<file path="config.mk">
export PLATFORM = sky130hd
export DESIGN_NAME = sdrd_deserializer_flat
export DESIGN_NICKNAME = d
export VERILOG_FILES = /design/src/rtl/sdrd_deserializer_if.sv /design/src/rtl/sdrd_deserializer.sv /design/src/flat_wrapper.sv
export SDC_FILE = /design/constraint.sdc
export NUM_CORES = 1
export LEC_CHECK = 0
export ABC_AREA = 1
export BUFFER_PORTS_ARGS = -buffer_cell sky130_fd_sc_hd__buf_2
export CAP_MARGIN = 20
export CORE_MARGIN = 8
export CORE_UTILIZATION = 40
export CTS_BUF_LIST = sky130_fd_sc_hd__clkbuf_4 sky130_fd_sc_hd__clkbuf_8
export DETAILED_ROUTE_END_ITERATION = 12
export GPL_ROUTABILITY_DRIVEN = 0
export GPL_TIMING_DRIVEN = 0
export PLACE_DENSITY = 0.6
export SYNTH_ARGS = -nofsm -noshare
export SYNTH_HDL_FRONTEND = slang
export SYNTH_SLANG_ARGS = --single-unit
</file>
<file path="constraint.sdc">
create_clock -name clk -period 2.4 [get_ports clk]
set_input_delay 0.6 -clock clk [delete_from_list [all_inputs] [get_ports clk]]
set_output_delay 0.6 -clock clk [all_outputs]
set_load 0.05 [all_outputs]
</file>
<file path="src/rtl/sdrd_deserializer_if.sv">
// Bus-side signals of the SDRD deserializer: the decoded access strobes,
// the serial data bit and the valid/ready word handshake.
interface sdrd_deserializer_if #(
    parameter int WIDTH = 8
);
    logic             SSER;
    logic             BA13;
    logic             BA12;
    logic             BR_W;
    logic             SDRD;
    logic [WIDTH-1:0] data_out;
    logic             data_valid;
    logic             data_ready;

    modport master (
        output SSER, BA13, BA12, BR_W, SDRD, data_ready,
        input  data_out, data_valid
    );

    modport slave (
        input  SSER, BA13, BA12, BR_W, SDRD, data_ready,
        output data_out, data_valid
    );
endinterface

</file>
<file path="src/rtl/sdrd_deserializer.sv">
// Assembles WIDTH-bit words from the security PAL's SDRD line, taking one bit
// per decoded read access, and hands completed words out over valid/ready.
module sdrd_deserializer #(
    parameter int WIDTH      = 8,
    parameter int SAMPLE_DLY = 1,
    parameter int TIMEOUT    = 255
) (
    input  logic                     clk,
    input  logic                     rst_n,
    input  logic                     resync,
    sdrd_deserializer_if.slave       bus,
    output logic                     overrun,
    output logic [$clog2(WIDTH):0]   bit_cnt
);

    localparam int CW = $clog2(WIDTH) + 1;
    localparam int IW = $clog2(TIMEOUT + 1);
    localparam logic [CW-1:0] LAST_BIT   = CW'(WIDTH - 1);
    localparam logic [IW-1:0] IDLE_LIMIT = IW'(TIMEOUT - 1);
    localparam logic [1:0]    WAIT_LOAD  = 2'(SAMPLE_DLY - 1);

    typedef enum logic [1:0] {
        IDLE,
        WAIT,
        SAMPLE,
        HOLD
    } state_t;

    state_t state;
    state_t state_nxt;

    logic             rst_meta;
    logic             rst_sync;
    logic             win_raw;
    logic             win_q;
    logic             win_d1;
    logic             win_rise;
    logic             do_sample;
    logic             word_done;
    logic             accept;
    logic [1:0]       wait_cnt;
    logic [IW-1:0]    idle_cnt;
    logic [WIDTH-2:0] shift_q;
    logic [WIDTH-1:0] shift_nxt;

    always_ff @(posedge clk or negedge rst_n) begin
        if (!rst_n) begin
            rst_meta <= 1'b0;
            rst_sync <= 1'b0;
        end else begin
            rst_meta <= 1'b1;
            rst_sync <= rst_meta;
        end
    end

    assign win_raw = ~bus.SSER & ~bus.BA13 & bus.BA12 & bus.BR_W;

    // The window stays forced closed until reset release has passed the
    // synchroniser, so no access can start in the first clocks after release.
    always_ff @(posedge clk or negedge rst_n) begin
        if (!rst_n) begin
            win_q  <= 1'b0;
            win_d1 <= 1'b0;
        end else if (!rst_sync) begin
            win_q  <= 1'b0;
            win_d1 <= 1'b0;
        end else begin
            win_q  <= win_raw;
            win_d1 <= win_q;
        end
    end

    assign win_rise = win_q & ~win_d1;

    always_ff @(posedge clk or negedge rst_n) begin
        if (!rst_n) begin
            state <= IDLE;
        end else begin
            state <= state_nxt;
        end
    end

    always_comb begin
        state_nxt = state;
        do_sample = 1'b0;
        case (state)
            IDLE: begin
                if (win_rise) begin
                    state_nxt = WAIT;
                end
            end
            WAIT: begin
                if (!win_q) begin
                    state_nxt = IDLE;
                end else if (wait_cnt == 2'd0) begin
                    state_nxt = SAMPLE;
                end
            end
            SAMPLE: begin
                do_sample = 1'b1;
                state_nxt = HOLD;
            end
            HOLD: begin
                if (!win_q) begin
                    state_nxt = IDLE;
                end
            end
            default: begin
                state_nxt = IDLE;
            end
        endcase
        if (resync) begin
            state_nxt = IDLE;
            do_sample = 1'b0;
        end
    end

    assign shift_nxt = {shift_q, bus.SDRD};
    assign word_done = do_sample && (bit_cnt == LAST_BIT);
    assign accept    = !bus.data_valid || bus.data_ready;

    // Partial-word state: shift register, bit count, wait and idle counters.
    always_ff @(posedge clk or negedge rst_n) begin
        if (!rst_n) begin
            shift_q  <= '0;
            bit_cnt  <= '0;
            wait_cnt <= '0;
            idle_cnt <= '0;
        end else if (resync) begin
            shift_q  <= '0;
            bit_cnt  <= '0;
            wait_cnt <= '0;
            idle_cnt <= '0;
        end else begin
            if (state == IDLE && win_rise) begin
                wait_cnt <= WAIT_LOAD;
            end else if (state == WAIT && wait_cnt != 2'd0) begin
                wait_cnt <= wait_cnt - 1'b1;
            end

            if (do_sample) begin
                idle_cnt <= '0;
                if (word_done) begin
                    shift_q <= '0;
                    bit_cnt <= '0;
                end else begin
                    shift_q <= shift_nxt[WIDTH-2:0];
                    bit_cnt <= bit_cnt + 1'b1;
                end
            end else if (win_rise) begin
                idle_cnt <= '0;
            end else if (state == IDLE && bit_cnt != '0) begin
                if (idle_cnt == IDLE_LIMIT) begin
                    shift_q  <= '0;
                    bit_cnt  <= '0;
                    idle_cnt <= '0;
                end else begin
                    idle_cnt <= idle_cnt + 1'b1;
                end
            end
        end
    end

    // A reload on the same clock as a consume keeps valid high.
    always_ff @(posedge clk or negedge rst_n) begin
        if (!rst_n) begin
            bus.data_out   <= '0;
            bus.data_valid <= 1'b0;
            overrun        <= 1'b0;
        end else if (word_done && accept) begin
            bus.data_out   <= shift_nxt;
            bus.data_valid <= 1'b1;
        end else begin
            if (word_done) begin
                overrun <= 1'b1;
            end
            if (bus.data_valid && bus.data_ready) begin
                bus.data_valid <= 1'b0;
            end
        end
    end

endmodule

</file>
<file path="src/flat_wrapper.sv">
// flat-port wrapper written by rule: the top's interface ports become plain ports
module sdrd_deserializer_flat 
#(
    parameter int WIDTH      = 8,
    parameter int SAMPLE_DLY = 1,
    parameter int TIMEOUT    = 255
)
  (clk, rst_n, resync, overrun, bit_cnt, bus_SSER, bus_BA13, bus_BA12, bus_BR_W, bus_SDRD, bus_data_ready, bus_data_out, bus_data_valid);
  sdrd_deserializer_if #(.WIDTH(WIDTH)) bus_i ();
  input  logic clk;
  input  logic rst_n;
  input  logic resync;
  output logic overrun;
  output logic [$clog2(WIDTH):0] bit_cnt;
  input wire logic [$bits(bus_i.SSER)-1:0] bus_SSER;
  input wire logic [$bits(bus_i.BA13)-1:0] bus_BA13;
  input wire logic [$bits(bus_i.BA12)-1:0] bus_BA12;
  input wire logic [$bits(bus_i.BR_W)-1:0] bus_BR_W;
  input wire logic [$bits(bus_i.SDRD)-1:0] bus_SDRD;
  input wire logic [$bits(bus_i.data_ready)-1:0] bus_data_ready;
  output wire logic [$bits(bus_i.data_out)-1:0] bus_data_out;
  output wire logic [$bits(bus_i.data_valid)-1:0] bus_data_valid;
  assign bus_i.SSER = bus_SSER;
  assign bus_i.BA13 = bus_BA13;
  assign bus_i.BA12 = bus_BA12;
  assign bus_i.BR_W = bus_BR_W;
  assign bus_i.SDRD = bus_SDRD;
  assign bus_i.data_ready = bus_data_ready;
  assign bus_data_out = bus_i.data_out;
  assign bus_data_valid = bus_i.data_valid;
  sdrd_deserializer #(.WIDTH(WIDTH), .SAMPLE_DLY(SAMPLE_DLY), .TIMEOUT(TIMEOUT)) u_core (.clk(clk), .rst_n(rst_n), .resync(resync), .bus(bus_i), .overrun(overrun), .bit_cnt(bit_cnt));
endmodule
</file>
==> results by group, run 1 <==
Clock tree
  – CTS resizes: 0
  – Setup Fix Bufs, Post-CTS: 0
  – Cts hold-fix bufs: 0
  – H-tree levels: 2
  – Max clock buf depth: 2
  – CTS Buf Count: 5
  – Clk root buf: clkbuf_8
  – Worst skew pair latency: 0.29 ns
  – CTS tree: yes
  – CTS Sinks: 37
  – Clock-pin slew on the worst setup and hold paths: 0.07 ns

Finish
  – Share of cells above drive strength 1: 0.177
  – Fin nets: 278
  – Area grow syn2layout: 15.7%
  – Post-layout util: 0.467
  – Fillers: 480
  – Diodes inserted: 0
  – Final Non-Filler Cells: 319
  – Final instance area: 2160 um2

Route
  – Routed wl met2: 1630 um
  – Iter 0 DRT Violations: 52
  – Via count: roughly 1,500
  – Avg WL per Cell: 11.4 um
  – Drc violations: 0
  – DR pass1 iterations: 4
  – Routed Antenna Nets: 0
  – Met3 wire len: 183 um
  – Vias per cell: 4.75
  – Highest routed metal layer: met4
  – DRT Wirelength: around 3600 um
  – DRT met1 WL: about 1800 um

Logic synthesis
  – Most frequent cell after synthesis: nand2_1
  – EDFF count, synth: 0
  – Syn. warnings: 0
  – Ys flop type: dfrtp_1
  – Syn Inst Count: 235
  – Area contributors post-synth: dfrtp_1, nand2_1, nand3_1, inv_1, ha_1
  – Mapped Area: 1870 um2
  – Synth cell count leaders: nand2_1, dfrtp_1, inv_1, nand3_1, nor2_1
  – Syn_nets: 249
  – Post-synth top area cell: dfrtp_1
  – Register area share after synthesis: 0.495
  – Asr flop ratio synth: 1.00
  – Syn avg cell area: 7.96 um2
  – Library cells used by synthesis: 28
  – Yosys reg bits: 37
  – Top cell type's share of synthesized area: 0.495

Power and ir drop
  – PD cells: 564 nW/um2
  – Leak: 1.25 nW
  – Clock power share: 0.450
  – Psw: approximately 0.27 mW
  – Reg power frac: 0.513
  – Sw frac: 0.222
  – Pwr Total: 1.22 mW
  – Comb pwr share: 0.036
  – Maximum vdd drop: 0.301 mV
  – Int Power: 0.950 mW

Setup path
  – Max stage delay on crit path: about 0.48 ns
  – Reg2reg setup slack: 0.79 ns
  – CP bufs+invs: 1
  – Slowest CP cell: dfrtp_1
  – Setup crit end kind: primary output
  – CP max FO: 8
  – WS Path Type: reg -> out
  – CP Data Required Time: 1.80 ns
  – Worst R2R Path Depth: 6
  – Crit path cell chain: buf_2
  – CP arrival: ~1.1 ns
  – CP top delay family: flip-flops
  – Worst reg2reg path startpoint: u_core.bit_cnt[0]
  – Startpoint types: register
  – Reg-to-reg endpoint: u_core.bus.data_out[4]

Timing
  – Total negative slack: 0 ns
  – Fin crit period: between 1.5 and 2 ns
  – RSZ-0062 raised after global routing: false
  – Rel. slew slack: 0.450
  – Slew Limit Fails: 0
  – F_max: between 500 and 600 MHz
  – Final Hold Fails: 0
  – Worst hold margin: 0.352 ns
  – Post-route worst setup slack: 0.717 ns
  – Skew final: roughly 0.009 ns
  – Period utilisation layout: 0.701
  – Final setup fails: 0
  – Slew @ Worst Pin: 0.825 ns

Die
  – Die area: 7120 um2
  – Starting density of the core: 0.404
  – Core area: 4630 um2
  – Site row count: 25
  – I/O pin cnt: 23
  – Die width: 84.4 um
  – Chip height: approximately 84 um

Global routing
  – Initial antenna violation count: 0
  – Pin count of the biggest net entering global routing: 38
  – First-pass GRT wire length: around 6700 um
  – GRT Util Overall: 0.114
  – Vias in the first global route: 1,555
  – Total grt overflow: 0

Status
  – Status: finished clean

Place
  – Dpl cells: 311
  – Placed inst area: 2050 um2
  – Placed wire-length estimate: 2670 um
  – IO Port Bufs: 22
  – Post-Place Worst Slack: ~0.60 ns

Worst hold path
  – Worst min-delay path class: reg -> reg
  – Worst Hold End: u_core.rst_sync
  – Hold_sp: u_core.rst_meta
  – Hold Crit Depth: 0

Run
  – Count of maximum capacitance violations: 0
-- area by class of cell --
| type | count | area [um2] | area share |
|---|---|---|---|
| Buffer | 3 | 22.5 | 0.0104 |
| Multi-Input combinational cell | 159 | 787 | 0.364 |
| Timing Repair Buffer | 22 | 110 | 0.0509 |
| Tap cell | 54 | 67.6 | 0.0312 |
| Sequential cell | 37 | 926 | 0.428 |
| Inverter | 36 | 135 | 0.0625 |
| Clock inverter | 3 | 46.3 | 0.0214 |
| Clock buffer | 5 | 68.8 | 0.0318 |
-- sequential cells by signal, summed over array words and instances (netlist names) --
name                   cells
u_core.bus.data_out        8
u_core.bit_cnt             4
u_core.bus.data_valid      1
u_core.win_d1              1
u_core.win_q               1
u_core.idle_cnt            8
u_core.state               2
u_core.overrun             1
u_core.shift_q             7
u_core.rst_sync            1
u_core.rst_meta            1
u_core.wait_cnt            2
-- cell families (layout without fill, tap and decap cells) --
kind of cell / count (synthesis) / in the layout / share of synthesized area
AND/OR/NAND/NOR: 142 / 142 / 0.345
flip-flops: 37 / 37 / 0.495
other: 1 / 1 / 0.00200
adder cells (fa/ha/maj): 5 / 5 / 0.0334
AO/OA/AOI/OAI: 11 / 11 / 0.0401
buffers and inverters: 39 / 69 / 0.0843
-- cell usage in the layout, fill, tap and decap left out --
master / netlist / final
a21o_2: 1 / 1
a21oi_1: 2 / 2
a31oi_2: 1 / 1
buf_2: 0 / 22
buf_4: 1 / 1
buf_6: 1 / 1
bufinv_16: 0 / 1
clkbuf_1: 1 / 1
clkbuf_8: 0 / 5
clkinv_1: 1 / 1
clkinv_4: 0 / 1
clkinvlp_4: 0 / 1
conb_1: 1 / 1
dfrtp_1: 37 / 37
ha_1: 5 / 5
inv_1: 32 / 32
inv_2: 3 / 3
nand2_1: 82 / 82
nand2_2: 4 / 4
nand2_4: 2 / 2
nand3_1: 32 / 32
nand3b_1: 2 / 2
nand4_1: 2 / 2
nor2_1: 13 / 13
nor2_4: 2 / 2
nor3_4: 1 / 1
nor4b_1: 1 / 1
o2111ai_1: 1 / 1
o211ai_1: 1 / 1
o21ai_0: 3 / 3
o21ai_1: 1 / 1
o21bai_1: 1 / 1
or2_2: 1 / 1
-- metal layers --
metal / up-vias / track usage
met5: - / 0
met4: 0 / 0.0437
met3: 2 / 0.0380
met2: 27 / 0.189
met1: 695 / 0.132
li1: 790 / -
-- how the worst max path moves through the flow --
| stage | start | end | depth (start not counted) |
|---|---|---|---|
| after floorplan | u_core.bit_cnt[1] | u_core.bus.data_out[0] | 6 |
| after global placement | resync | u_core.bus.data_out[5] | 7 |
| after detailed placement | resync | u_core.bus.data_out[4] | 7 |
| after CTS | u_core.bit_cnt[2] | bit_cnt[2] | 1 |
| after global routing | u_core.bit_cnt[0] | u_core.bus.data_out[2] | 6 |
| final | u_core.bit_cnt[2] | bit_cnt[2] | 1 |
-- power by group through the flow --
stage | clock network [mW] | registers [mW] | logic (mW)
after floorplan | 0 | 0.639 | 0.0221
after global placement | 0 | 0.639 | 0.0463
after detailed placement | 0 | 0.639 | 0.0466
after CTS | 0.569 | 0.627 | 0.0466
after global routing | 0.590 | 0.627 | 0.0521
final | 0.549 | 0.626 | 0.0445
No activity file was read; power rests on OpenSTA's default activity.
==> run 2, diff against run 1 <==
ABC_AREA = 0   (was 1)
clock period = 1.69 ns   (was 2.4 ns; I/O delays follow)
==> run 2 against run 1 <==
Compared with the run above:
- the run now ends with setup timing left
- routed wire length decreased by 4.6%
- cell area decreased by 2.6%
- core utilization up 5.6 points
- critical endpoint is now u_core.idle_cnt[5]
- largest power group unchanged
- highest routed layer unchanged
==> results by group, run 2 <==
Timing
  – Final setup fails: 15
  – Rel. slew slack: 0.458
  – RSZ-0062 raised after global routing: true
  – Post-route worst setup slack: -0.132 ns
  – Final Hold Fails: 0
  – Worst hold margin: 0.228 ns
  – Period utilisation layout: 1.08
  – F_max: 549 MHz
  – Fin crit period: 1.82 ns
  – Slew Limit Fails: 0
  – Slew @ Worst Pin: 0.813 ns
  – Skew final: 0.00934 ns

Global routing
  – GRT Util Overall: 0.113
  – Vias in the first global route: 1,322
  – Total grt overflow: 0
  – Initial antenna violation count: 0
  – Pin count of the biggest net entering global routing: 38
  – First-pass GRT wire length: slightly below 6000 um

Logic synthesis
  – Synth cell count leaders: dfrtp_1, a21oi_1, a22o_1, mux2_2, nand2_1
  – Library cells used by synthesis: 36
  – Asr flop ratio synth: 1.00
  – Yosys reg bits: 37
  – Register area share after synthesis: 0.548
  – EDFF count, synth: 0
  – Top cell type's share of synthesized area: 0.548
  – Syn. warnings: 0
  – Area contributors post-synth: dfrtp_1, mux2_2, a22o_1, ha_1, a21oi_1
  – Most frequent cell after synthesis: dfrtp_1
  – Syn avg cell area: 11.2 um2
  – Ys flop type: dfrtp_1
  – Mapped Area: 1690 um2
  – Post-synth top area cell: dfrtp_1
  – Syn Inst Count: 151
  – Syn_nets: 165

Power and ir drop
  – Clock power share: 0.405
  – Comb pwr share: 0.067
  – Sw frac: 0.225
  – PD cells: between 800 and 900 nW/um2
  – Reg power frac: 0.528
  – Maximum vdd drop: between 0.5 and 0.6 mV
  – Psw: 0.382 mW
  – Int Power: between 1 and 1.5 mW
  – Leak: 1.02 nW

Finish
  – Final instance area: ~2100 um2
  – Diodes inserted: 0
  – Commonest non-fill, non-tap cells in the layout: dfrtp_1, buf_2, a21oi_1
  – Share of cells above drive strength 1: 0.360
  – Biggest regs: u_core.bus.data_out (8), u_core.idle_cnt (8), u_core.shift_q (7)
  – Fin nets: 202
  – Fillers: between 300 and 400
  – Most common cell after layout, fill and taps aside: dfrtp_1
  – Area grow syn2layout: 24.6%

Clock tree
  – H-tree levels: 2
  – Clock-pin slew on the worst setup and hold paths: approximately 0.08 ns
  – CTS Sinks: 37
  – Worst skew pair latency: 0.28 ns
  – Max clock buf depth: 2
  – Clk root buf: clkbuf_8
  – CTS tree: yes
  – CTS Buf Count: 5

Place
  – Placed wire-length estimate: 2380 um
  – Placed inst area: 1890 um2
  – IO Port Bufs: 21

Route
  – Drc violations: 0
  – Vias per cell: 5.39
  – Iter 0 DRT Violations: 37
  – DRT Wirelength: 3480 um
  – DR pass1 iterations: 4
  – Routed Antenna Nets: 0
  – Avg WL per Cell: 14.6 um
  – Via count: 1,288

Setup path
  – CP arrival: between 1.5 and 2 ns
  – Crit path launch: u_core.bit_cnt[1]
  – CP max FO: 3
  – Setup crit end kind: register
  – Worst reg2reg path startpoint: u_core.bit_cnt[1]
  – Startpoint types: register
  – CP Data Required Time: ~1.8 ns
  – WS Path Type: reg -> reg

Die
  – Chip height: between 80 and 90 um
  – I/O pin cnt: 23
  – Die area: between 6000 and 7000 um2
  – Die width: ~81 um
  – Starting density of the core: 0.420
  – Site row count: 23
  – Core area: 4030 um2

Run
  – Count of maximum capacitance violations: 0

Worst hold path
  – Worst min-delay path class: in -> async

Status
  – Failing checks: setup timing
  – Status: finished, violations left
-- run 2: cells by family after synthesis --
family | count (synthesis) | share of synthesized area
and+or+nand+nor | 48 | 0.164
muxes | 9 | 0.0600
buffers and inverters | 13 | 0.0400
DFF | 37 | 0.548
adders and majority gates | 5 | 0.0370
xor gates and xnor gates | 1 | 0.00518
other | 1 | 0.00222
AOI/OAI and AO/OA | 37 | 0.144
-- run 2: through the flow --
step	TNS (ns)	util	worst slack (ns)	power, mW	instances
2_1_floorplan	-2.23	-	-0.164	0.965	151
5_1_grt	-2.39	0.523	-0.194	1.77	239
3_3_place_gp	-2.61	0.468	-0.197	1.00	222
4_1_cts	-1.38	0.517	-0.174	1.72	239
6_report	-1.08	0.523	-0.132	1.70	239
3_5_place_dp	-2.86	0.468	-0.198	1.00	222
-- run 2: repair_timing --
item / CTS / global route
hold buffers: 0 / 0
endpoints found under the setup margin: 24 / 25
pin swaps: 2 / 14
gates cloned: 2 / 0
gates resized for setup: 7 / 7
buffers inserted: 7 / 0
-- run 2: worst paths after layout --
kind,endpoint,cells after the start,slack [ns]
worst max register to register,u_core.idle_cnt[5],7,-0.13
max in group asynchronous,u_core.bit_cnt[0],1,0.90
worst max-delay path,u_core.idle_cnt[5],7,-0.13
worst min register to register,u_core.rst_sync,0,0.35
min in group clk,u_core.rst_sync,0,0.35
worst min-delay path,u_core.state[1],1,0.23
-- run 2: metal layers --
metal,routed length (um),GRT usage
met4,49,0.0375
met5,0,0
met2,1780,0.189
met3,141,0.0375
met1,1510,0.132
-- run 2: layout make-up --
cell class / count / area (um2) / area share
plain buffers: 6 / 50.0 / 0.0238
inverters: 7 / 26.3 / 0.0125
clock buffers: 7 / 96.3 / 0.0457
repair buffers: 30 / 180 / 0.0855
flip-flops and latches: 37 / 928 / 0.441
clock inverters: 1 / 8.76 / 0.00416
multi-input cells: 101 / 754 / 0.358
well taps: 50 / 62.6 / 0.0297
-- run 2: power by group through the flow --
stage          logic (mW)  clock network, mW  registers, mW
2_1_floorplan      0.0486                  0          0.916
3_3_place_gp       0.0871                  0          0.914
3_5_place_dp       0.0900                  0          0.915
4_1_cts             0.112              0.711          0.896
5_1_grt             0.125              0.745          0.897
6_report            0.113              0.687          0.897
-- run 2: critical path, stage by stage (launching register included) --
cell and delay, ns:
dfrtp_2 0.42, inv_2 0.07, ha_4 0.12, or4b_4 0.46
a211oi_4 0.29, buf_4 0.17, or4_4 0.10, a21oi_2 0.05
==> run 3, diff against run 2 <==
GPL_TIMING_DRIVEN = default   (was 0)
HOLD_SLACK_MARGIN = 0.06   (was default)
REMOVE_ABC_BUFFERS = 1   (was default)
==> run 3 against run 2 <==
Compared with the run above:
- setup slack improved by 0.034 ns
- clock skew shrank 0.0040 ns
- critical path type unchanged
- first-iteration DRC count grew 110%
- the run still ends with setup timing left
- clock-buffer cell count decreased by 2
==> results by group, run 3 (synthesis results as in run 2) <==
Global routing
  – First-pass GRT wire length: about 6600 um
  – GRT Util Overall: 0.127
  – Vias in the first global route: 1,433
  – Total grt overflow: 0
  – Pin count of the biggest net entering global routing: 21
  – Initial antenna violation count: 0

Route
  – Avg WL per Cell: 14.8 um
  – Via count: 1,343
  – Drc violations: 0
  – Highest routed metal layer: met4
  – Routed wl met2: 1890 um
  – DR pass1 iterations: 4
  – Met3 wire len: 141 um
  – DRT met1 WL: 1660 um
  – Routed Antenna Nets: 0
  – Iter 0 DRT Violations: 77
  – Vias per cell: 5.33
  – DRT Wirelength: 3730 um

Worst hold path
  – Worst min-delay path class: in -> async

Timing
  – Rel. slew slack: 0.641
  – Period utilisation layout: 1.06
  – Skew final: 0.00535 ns
  – Slew @ Worst Pin: 0.537 ns
  – F_max: approximately 560 MHz
  – Final setup fails: 6
  – RSZ-0062 raised after global routing: true
  – Slew Limit Fails: 0
  – Post-route worst setup slack: -0.0980 ns
  – Fin crit period: between 1.5 and 2 ns
  – Final Hold Fails: 0

Setup path
  – Max stage delay on crit path: about 0.46 ns
  – Startpoint types: register
  – CP top delay family: compound AO/OA/AOI/OAI gates
  – Worst reg2reg path startpoint: u_core.bit_cnt[0]
  – Reg-to-reg endpoint: u_core.idle_cnt[7]
  – CP bufs+invs: 2
  – CP arrival: about 2.0 ns
  – CP Data Required Time: 1.90 ns
  – WS Path Type: reg -> reg
  – Setup crit end kind: register
  – Crit path cell chain: inv_2 > ha_4 > or4b_4 > a211oi_4 > buf_6 > o21ai_1 > a21oi_1
  – Worst R2R Path Depth: 7
  – WP depth: 7
  – Slowest CP cell: or4b_4
  – Crit path launch: u_core.bit_cnt[0]
  – CP max FO: 6
  – Reg2reg setup slack: -0.1 ns
  – Crit path to: u_core.idle_cnt[7]

Die
  – Chip height: between 80 and 90 um
  – Core area: a little over 4000 um2
  – Starting density of the core: 0.420
  – Die width: 81.0 um
  – Site row count: 23
  – I/O pin cnt: 23
  – Die area: between 6000 and 7000 um2

Clock tree
  – Clk root buf: clkbuf_8
  – Max clock buf depth: 2
  – Clock-pin slew on the worst setup and hold paths: 0.08 ns
  – CTS Buf Count: 5
  – CTS Sinks: 37
  – H-tree levels: 2
  – CTS tree: yes
  – Worst skew pair latency: between 0.2 and 0.3 ns

Power and ir drop
  – Sw frac: 0.239
  – Reg power frac: 0.553
  – Leak: 1.09 nW
  – Clock power share: 0.369
  – PD cells: 730 nW/um2
  – Psw: a little under 0.4 mW
  – Comb pwr share: 0.077
  – Maximum vdd drop: 0.514 mV
  – Int Power: 1.23 mW

Finish
  – Final instance area: 2220 um2
  – Area grow syn2layout: 31.1%
  – Most common cell after layout, fill and taps aside: dfrtp_1
  – Fillers: 364
  – Fin nets: 215
  – Commonest non-fill, non-tap cells in the layout: dfrtp_1, buf_2, buf_4
  – Diodes inserted: 0
  – Biggest regs: u_core.bus.data_out (8), u_core.idle_cnt (8), u_core.shift_q (7)
  – Share of cells above drive strength 1: 0.411

Place
  – Placed inst area: a little over 2000 um2
  – Placed wire-length estimate: about 2700 um
  – Post-Place Worst Slack: -0.0943 ns
  – IO Port Bufs: 22

Run
  – Count of maximum capacitance violations: 0

Status
  – Status: finished, violations left
  – Failing checks: setup timing
==> run 3: cell types whose count changed in the layout (fill, tap and decap cells not counted), moves of 2 or more <==
cell      delta
buf_4       +15
clkinv_2     +2
dfrtp_2      -2
clkbuf_8     -2
dfrtp_1      +2
==> run 3: final cells by class <==
class | instances | area (um2) | share of cell area
Clock buffer | 5 | 68.8 | 0.0311
Multi-Input combinational cell | 101 | 774 | 0.350
Timing Repair Buffer | 49 | 340 | 0.154
Inverter | 7 | 26.3 | 0.0119
Sequential cell | 37 | 926 | 0.418
Tap cell | 50 | 62.6 | 0.0282
Clock inverter | 3 | 17.5 | 0.00791
==> run 3: per-stage QoR <==
step	utilization	instances	setup TNS, ns	power (mW)	hold WS [ns]
after floorplan	-	145	-7.51	0.950	0.127
after global placement	0.503	241	-0.370	1.01	0.344
after detailed placement	0.503	241	-0.697	1.02	0.346
after CTS	0.542	251	-0.532	1.63	0.0853
after global routing	0.550	252	-1.18	1.69	0.100
final	0.550	252	-0.533	1.62	0.0755
==> run 3: repair_timing <==
action | in CTS | in global routing
hold endpoints to repair | 0 | 0
hold buffers | 0 | 0
setup buffers | 0 | 3
pin swaps | 16 | 6
setup endpoints to repair | 15 | 24
resized for setup | 18 | 9
gates cloned | 2 | 0
==> run 3: worst min path at each step <==
stage | from | endpoint | slack, ns | cells after the start
6_report | rst_n | u_core.wait_cnt[1] | 0.08 | 1
5_1_grt | rst_n | u_core.bit_cnt[3] | 0.10 | 1
4_1_cts | rst_n | u_core.bus.data_out[1] | 0.09 | 1
3_5_place_dp | u_core.rst_meta | u_core.rst_sync | 0.35 | 0
3_3_place_gp | u_core.rst_meta | u_core.rst_sync | 0.34 | 0
2_1_floorplan | rst_n | u_core.bit_cnt[0] | 0.13 | 0
==> run 3: power groups by stage <==
stage / sequential (mW) / clock [mW] / combinational [mW]
2_1_floorplan: 0.917 / 0 / 0.0334
5_1_grt: 0.896 / 0.658 / 0.138
3_3_place_gp: 0.912 / 0 / 0.0995
3_5_place_dp: 0.913 / 0 / 0.103
4_1_cts: 0.895 / 0.611 / 0.124
6_report: 0.896 / 0.598 / 0.125
==> run 3: routing by layer <==
layer / track usage / vias to the layer above
li1: - / 644
met1: 0.156 / 670
met2: 0.209 / 25
met3: 0.0375 / 4
met4: 0.0375 / 0
met5: 0 / -
==> run 3: worst register-to-register path, cell delays in order, from the launching register on <==
cell and delay, ns:
dfrtp_1 0.39, inv_2 0.08, ha_4 0.12, or4b_4 0.46
a211oi_4 0.27, buf_6 0.17, o21ai_1 0.07, a21oi_1 0.16
